### config.mk
export PLATFORM = sky130hd
export DESIGN_NAME = debounce_multi
export DESIGN_NICKNAME = d
export VERILOG_FILES = /design/src/rtl/debounce_multi.sv
export SDC_FILE = /design/constraint.sdc
export NUM_CORES = 1
export LEC_CHECK = 0
export CORE_MARGIN = 2
export CORE_UTILIZATION = 57
export CTS_BUF_LIST = sky130_fd_sc_hd__clkbuf_16
export DETAILED_ROUTE_END_ITERATION = 16
export DONT_BUFFER_PORTS = 1
export GPL_ROUTABILITY_DRIVEN = 0
export PLACE_DENSITY = 0.75
export SETUP_SLACK_MARGIN = 0.4
export SLEW_MARGIN = 20
export SYNTH_ARGS = -nofsm -noshare
export SYNTH_HDL_FRONTEND = slang
export SYNTH_SLANG_ARGS = --single-unit
export TNS_END_PERCENT = 30
### constraint.sdc
create_clock -name clk -period 3 [get_ports clk]
set_input_delay 0.75 -clock clk [delete_from_list [all_inputs] [get_ports clk]]
set_output_delay 0.75 -clock clk [all_outputs]
set_load 0.01 [all_outputs]
### src/rtl/debounce_multi.sv
// Multi-channel push-button conditioner: 2-flop synchroniser per channel, a
// shared sample-tick prescaler, a per-channel stability counter and auto-repeat.
module debounce_multi #(
    parameter int unsigned         CHANNELS     = 4,
    parameter int unsigned         TICK_DIV     = 250000,
    parameter int unsigned         STABLE_TICKS = 3,
    parameter int unsigned         REPEAT_DELAY = 8,
    parameter int unsigned         REPEAT_RATE  = 2,
    parameter logic [CHANNELS-1:0] ACTIVE_LOW   = '0
) (
    input  logic                clk,
    input  logic                rst_n,
    input  logic [CHANNELS-1:0] i_btn,
    output logic [CHANNELS-1:0] o_level,
    output logic [CHANNELS-1:0] o_press,
    output logic [CHANNELS-1:0] o_release,
    output logic [CHANNELS-1:0] o_repeat,
    output logic                o_tick
);

    localparam int unsigned CW = $clog2(TICK_DIV);
    localparam int unsigned SW = $clog2(STABLE_TICKS + 1);
    localparam int unsigned RW = $clog2(REPEAT_DELAY + 1);

    localparam logic [CW-1:0] TickLast  = CW'(TICK_DIV - 1);
    localparam logic [SW-1:0] StabLast  = SW'(STABLE_TICKS - 1);
    localparam logic [RW-1:0] RptLast   = RW'(REPEAT_DELAY - 1);
    localparam logic [RW-1:0] RptReload = RW'(REPEAT_DELAY - REPEAT_RATE);
    // Only reachable with REPEAT_RATE == 0: the counter parks here after one repeat.
    localparam logic [RW-1:0] RptSat    = RW'(REPEAT_DELAY);

    if (REPEAT_RATE > REPEAT_DELAY) begin : g_bad_rate
        $error("REPEAT_RATE must not exceed REPEAT_DELAY");
    end

    logic [CHANNELS-1:0] sync1_q, sync_q;
    logic [CW-1:0]       div_q, div_d;
    logic                tick, tick_q;
    logic [SW-1:0]       stab_q [CHANNELS];
    logic [SW-1:0]       stab_d [CHANNELS];
    logic [RW-1:0]       rpt_q  [CHANNELS];
    logic [RW-1:0]       rpt_d  [CHANNELS];
    logic [CHANNELS-1:0] level_q, level_d;
    logic [CHANNELS-1:0] press_q, press_d;
    logic [CHANNELS-1:0] release_q, release_d;
    logic [CHANNELS-1:0] repeat_q, repeat_d;

    assign tick = (div_q == TickLast);

    // Prescaler next count: wrap to 0 after the terminal count.
    always_comb begin
        div_d = tick ? '0 : div_q + CW'(1);
    end

    // Per-channel stability filter and auto-repeat next state.
    always_comb begin
        level_d   = level_q;
        press_d   = '0;
        release_d = '0;
        repeat_d  = '0;
        for (int ch = 0; ch < CHANNELS; ch++) begin
            stab_d[ch] = stab_q[ch];
            rpt_d[ch]  = rpt_q[ch];
            if (tick) begin
                if (sync_q[ch] == level_q[ch]) begin
                    stab_d[ch] = '0;
                end else if (stab_q[ch] == StabLast) begin
                    level_d[ch]   = sync_q[ch];
                    stab_d[ch]    = '0;
                    press_d[ch]   = sync_q[ch];
                    release_d[ch] = ~sync_q[ch];
                end else begin
                    stab_d[ch] = stab_q[ch] + SW'(1);
                end
            end
            // A committing release suppresses any repeat on the same tick.
            if (!level_q[ch]) begin
                rpt_d[ch] = '0;
            end else if (tick) begin
                if (release_d[ch]) begin
                    rpt_d[ch] = '0;
                end else if (rpt_q[ch] == RptLast) begin
                    repeat_d[ch] = 1'b1;
                    rpt_d[ch]    = RptReload;
                end else if (rpt_q[ch] != RptSat) begin
                    rpt_d[ch] = rpt_q[ch] + RW'(1);
                end
            end
        end
    end

    // All state and registered outputs, with synchronous active-low reset.
    always_ff @(posedge clk) begin
        if (!rst_n) begin
            sync1_q   <= '0;
            sync_q    <= '0;
            div_q     <= '0;
            tick_q    <= 1'b0;
            level_q   <= '0;
            press_q   <= '0;
            release_q <= '0;
            repeat_q  <= '0;
            for (int ch = 0; ch < CHANNELS; ch++) begin
                stab_q[ch] <= '0;
                rpt_q[ch]  <= '0;
            end
        end else begin
            sync1_q   <= i_btn ^ ACTIVE_LOW;
            sync_q    <= sync1_q;
            div_q     <= div_d;
            tick_q    <= tick;
            level_q   <= level_d;
            press_q   <= press_d;
            release_q <= release_d;
            repeat_q  <= repeat_d;
            for (int ch = 0; ch < CHANNELS; ch++) begin
                stab_q[ch] <= stab_d[ch];
                rpt_q[ch]  <= rpt_d[ch];
            end
        end
    end

    assign o_level   = level_q;
    assign o_press   = press_q;
    assign o_release = release_q;
    assign o_repeat  = repeat_q;
    assign o_tick    = tick_q;

endmodule

==> implementation parameters <==
Parameter                              Value

Synthesis
  Portion of synthesized cell area occupied by the leading cell type ... 43.8%
  Number of enable flip-flop cells after synthesis ... 0
  Most repeated cell in the gate-level netlist after synthesis ... sky130_fd_sc_hd__dfxtp_1
  Count of yosys warnings during synthesis ... 0
  Post-Synth Simple-Gate Area ... 30.6%
  Synth Area in XOR/XNOR ... 4.87%
  Area leader, netlist ... sky130_fd_sc_hd__dfxtp_1
  Area share of fa/ha/maj cells after synthesis ... 3.68%
  Dominant combinational cell family by area after synthesis ... simple AND/OR/NAND/NOR gates
  Combined area of all synthesized cells ... 0.00306 mm^2
  Register area share after synthesis ... 43.8%
  Post-synthesis instance total ... 338
  Async set or reset register ratio after synthesis ... 0%
  Net Count, Synth ... 353
  Post-synthesis compound-gate area fraction ... 11.8%
  Mux share of post-synthesis cell area ... 1.31%
  Synthesized area per cell ... 9.05 um^2
  Leading post-synthesis cells by cell area ... sky130_fd_sc_hd__dfxtp_1 (44%), sky130_fd_sc_hd__xnor2_1 (4.0%), sky130_fd_sc_hd__ha_1 (3.7%)
  Number of synthesized register bits ... 67
  Synth cell count leaders ... sky130_fd_sc_hd__dfxtp_1 (67), sky130_fd_sc_hd__nor2_1 (20), sky130_fd_sc_hd__nand2_1 (19)
  Most frequently used flop master after synthesis ... sky130_fd_sc_hd__dfxtp_1
  Number of distinct library cells after synthesis ... 44

Clock tree
  Quantity of hold-fixing buffers added after cts ... 0
  Count of H-tree levels built during CTS ... 3
  Number of cells upsized or downsized after cts ... 0
  CTS tree ... done
  Clock tree root buffer cell ... sky130_fd_sc_hd__clkbuf_16
  Clock sinks ... 67
  Setup bufs post-CTS ... 0
  Total CTS buffers ... 9
  Clock transition at path regs ... 0.05 ns
  Worst-skew pair later-pin latency ... 0.33 ns
  Clock buffer depth ... 2

Route
  Total vias in the final route ... 2542
  Wire per inst ... 15.8 um
  Routed wl met2 ... 3030 um
  Routed wire length ... 6620 um
  Iteration-0 DRC count of the detailed router ... 202
  Number of nets with antenna violations after detailed routing ... 0
  Number of iterations in the first detailed-routing pass ... 5
  Detailed-route DRC error count ... 0
  Highest routed layer ... met4
  Vias per cell ... 6.08
  Routed length on met3 ... 365 um
  Met1 routed wirelength after detailed routing ... 3120 um

Power and ir drop
  PwrDens ... 531 mW/mm^2
  Seq pwr share ... 50.0%
  VDD IR max ... 0.460 mV
  Power Internal ... 1.45 mW
  Switching power as a share of total power ... 20.1%
  Leakage power figure ... 1.16 nW
  Combinational share of power ... 1.1%
  Switching power summed over all nets ... 0.364 mW
  Fraction of power consumed by the clock network ... 48.9%

Outcome
  Result of the run ... complete, no violations

GRT
  Via count of the first global-routing pass ... 2493
  Global-route wire length before repair ... 11500 um
  Initial antenna violation count ... 0
  Total congestion overflow after global routing ... 0
  Largest net degree at the start of global routing ... 36
  Global-route usage over all layers ... 24.0%

Final layout
  Design area ... 0.00341 mm^2
  Number of nets at the end of the flow ... 359
  Total of fill cells in the finished design ... 442
  Area growth from synthesis to final layout ... 11.4%
  # diodes ... 0
  Share of post-route cells with drive strength above 1 ... 7.47%

STA
  Final number of hold-violating endpoints ... 0
  Upper clock frequency limit ... 463 MHz
  Number of pins exceeding their max-slew limit in the final report ... 0
  Final count of negative-setup-slack endpoints ... 0
  Total Neg Setup Slack ... 0 ns
  Setup repair after global routing missed its margin ... false
  Final worst path period need ... 2.16 ns
  Post-Route Skew ... 0.00686 ns
  Part of the cycle the worst path needs ... 72.0%
  Tightest slew margin relative to the limit ... 68.0%
  Slew at the pin closest to its max-slew limit ... 0.473 ns

Floorplanning
  Vertical die dimension ... 77.3 um
  Number of placement rows ... 26
  Initial Util ... 59.5%
  Die X ... 77.3 um
  Die area ... 0.00597 mm^2
  Ports ... 23
  Core ar. ... 0.00514 mm^2

Flow run
  Max-cap violations ... 0

Setup path
  Max stage delay cell, worst path ... sky130_fd_sc_hd__nor4b_1
  Reg2Reg Launch Point ... div_q[6]
  Launching element of the worst setup path ... div_q[6]
  Worst Setup Start Kind ... flop
  Chain of cells forming the critical path ... nor4b_1, and3_1, nand2_1, nor4b_1
  Highest net fanout along the worst path ... 11
  Crit path buffers/inverters ... 0
  Worst path required time ... 3.22 ns
  Peak per-stage delay on the critical path ... 0.49 ns
  Type of the setup path with the least slack ... reg2reg
  Worst EP arrival ... 2.38 ns
  Endpoint kind of the worst setup timing path ... flop
  Cell seen most often among critical-path stages ... sky130_fd_sc_hd__nor4b_1
  Cell type group with the largest total delay on the critical path ... simple AND/OR/NAND/NOR gates

Placement
  Total placed instance area ... 0.00316 mm^2
  Dpl hpwl ... 4250 um
  Port Buf Inserts ... 0

Hold path
  Worst hold-check path type ... reg2reg
  Hold wc startpoint ... sync1_q[1]
## worst register-to-register path, stage by stage (launching register included)
cell and delay (ns):
sky130_fd_sc_hd__dfxtp_1 0.37, sky130_fd_sc_hd__nor4b_1 0.49, sky130_fd_sc_hd__and3_1 0.49, sky130_fd_sc_hd__nand2_1 0.33
sky130_fd_sc_hd__nor4b_1 0.38
## cell families (layout without fill, tap and decap cells)
kind of cell	count (synthesis)	in the layout
fa+ha+maj	9	9
xor+xnor	17	17
flops	67	67
buf+inv	31	41
mux	4	4
simple gates	157	157
compound gates	53	53
## per-stage QoR
stage | cells | setup slack [ns] | util, % | power (mW) | hold WS (ns)
after global placement | 403 | 0.924 | 61.4 | 0.944 | 0.415
final | 418 | 0.840 | 66.4 | 1.81 | 0.428
after floorplan | 338 | 1.23 | - | 0.944 | 0.412
after detailed placement | 403 | 0.901 | 61.4 | 0.944 | 0.419
after CTS | 418 | 0.888 | 66.4 | 1.83 | 0.432
after global routing | 418 | 0.595 | 66.4 | 1.87 | 0.443
## registers in the layout, indices dropped and copies added, names as in the netlist
| register | count |
|---|---|
| o_release | 4 |
| o_repeat | 4 |
| sync_q | 4 |
| o_level | 4 |
| o_press | 4 |
| div_q | 18 |
| sync1_q | 4 |
| rpt_q | 16 |
| o_tick | 1 |
| stab_q | 8 |
## cell usage in the layout, fill, tap and decap left out, types with 5 or more instances in the layout
cell / instances
sky130_fd_sc_hd__clkbuf_16: 9
sky130_fd_sc_hd__o21ai_0: 6
sky130_fd_sc_hd__nor2b_1: 6
sky130_fd_sc_hd__and3b_1: 6
sky130_fd_sc_hd__and3_1: 7
sky130_fd_sc_hd__nor2_1: 20
sky130_fd_sc_hd__inv_1: 20
sky130_fd_sc_hd__nand3_1: 15
sky130_fd_sc_hd__xnor2_1: 14
sky130_fd_sc_hd__buf_4: 9
sky130_fd_sc_hd__nor4_1: 12
sky130_fd_sc_hd__nand3b_1: 6
sky130_fd_sc_hd__a21oi_1: 11
sky130_fd_sc_hd__nand2_1: 19
sky130_fd_sc_hd__nor3_1: 17
sky130_fd_sc_hd__and2_1: 12
sky130_fd_sc_hd__nand4_1: 10
sky130_fd_sc_hd__nor4bb_1: 5
sky130_fd_sc_hd__nand2b_1: 7
sky130_fd_sc_hd__ha_1: 9
sky130_fd_sc_hd__dfxtp_1: 67
sky130_fd_sc_hd__o31ai_1: 13
## layer usage
metal | up-vias | global-route usage [%]
li1 | 1256 | -
met1 | 1195 | 30.1
met2 | 81 | 37.9
met3 | 10 | 7.76
met4 | 0 | 10.2
met5 | - | 0
## power by group through the flow
stage | Combinational [mW] | Sequential [mW] | Clock (mW)
floorplan | 0.0210 | 0.923 | 0
global placement | 0.0193 | 0.924 | 0
detailed placement | 0.0194 | 0.924 | 0
CTS | 0.0197 | 0.906 | 0.904
global route | 0.0227 | 0.907 | 0.937
finish | 0.0196 | 0.906 | 0.886
## path summary, 6_finish.rpt
kind,slack [ns],to,cells after the start
worst max-delay path,0.84,o_repeat[2],4
worst min register to register,0.43,sync_q[1],1
worst min-delay path,0.43,sync_q[1],1
worst max register to register,0.84,o_repeat[2],4
## layout make-up
| class | instances | area, um^2 | area share [%] |
|---|---|---|---|
| Tap cell | 70 | 87.6 | 2.57 |
| Clock buffer | 9 | 225 | 6.60 |
| Inverter | 17 | 63.8 | 1.87 |
| Sequential cell | 67 | 1340 | 39.3 |
| Clock inverter | 6 | 27.5 | 0.807 |
| Multi-Input combinational cell | 240 | 1600 | 46.8 |
| Timing Repair Buffer | 9 | 67.6 | 1.98 |
Note: power is estimated with default switching activity, not from simulation.
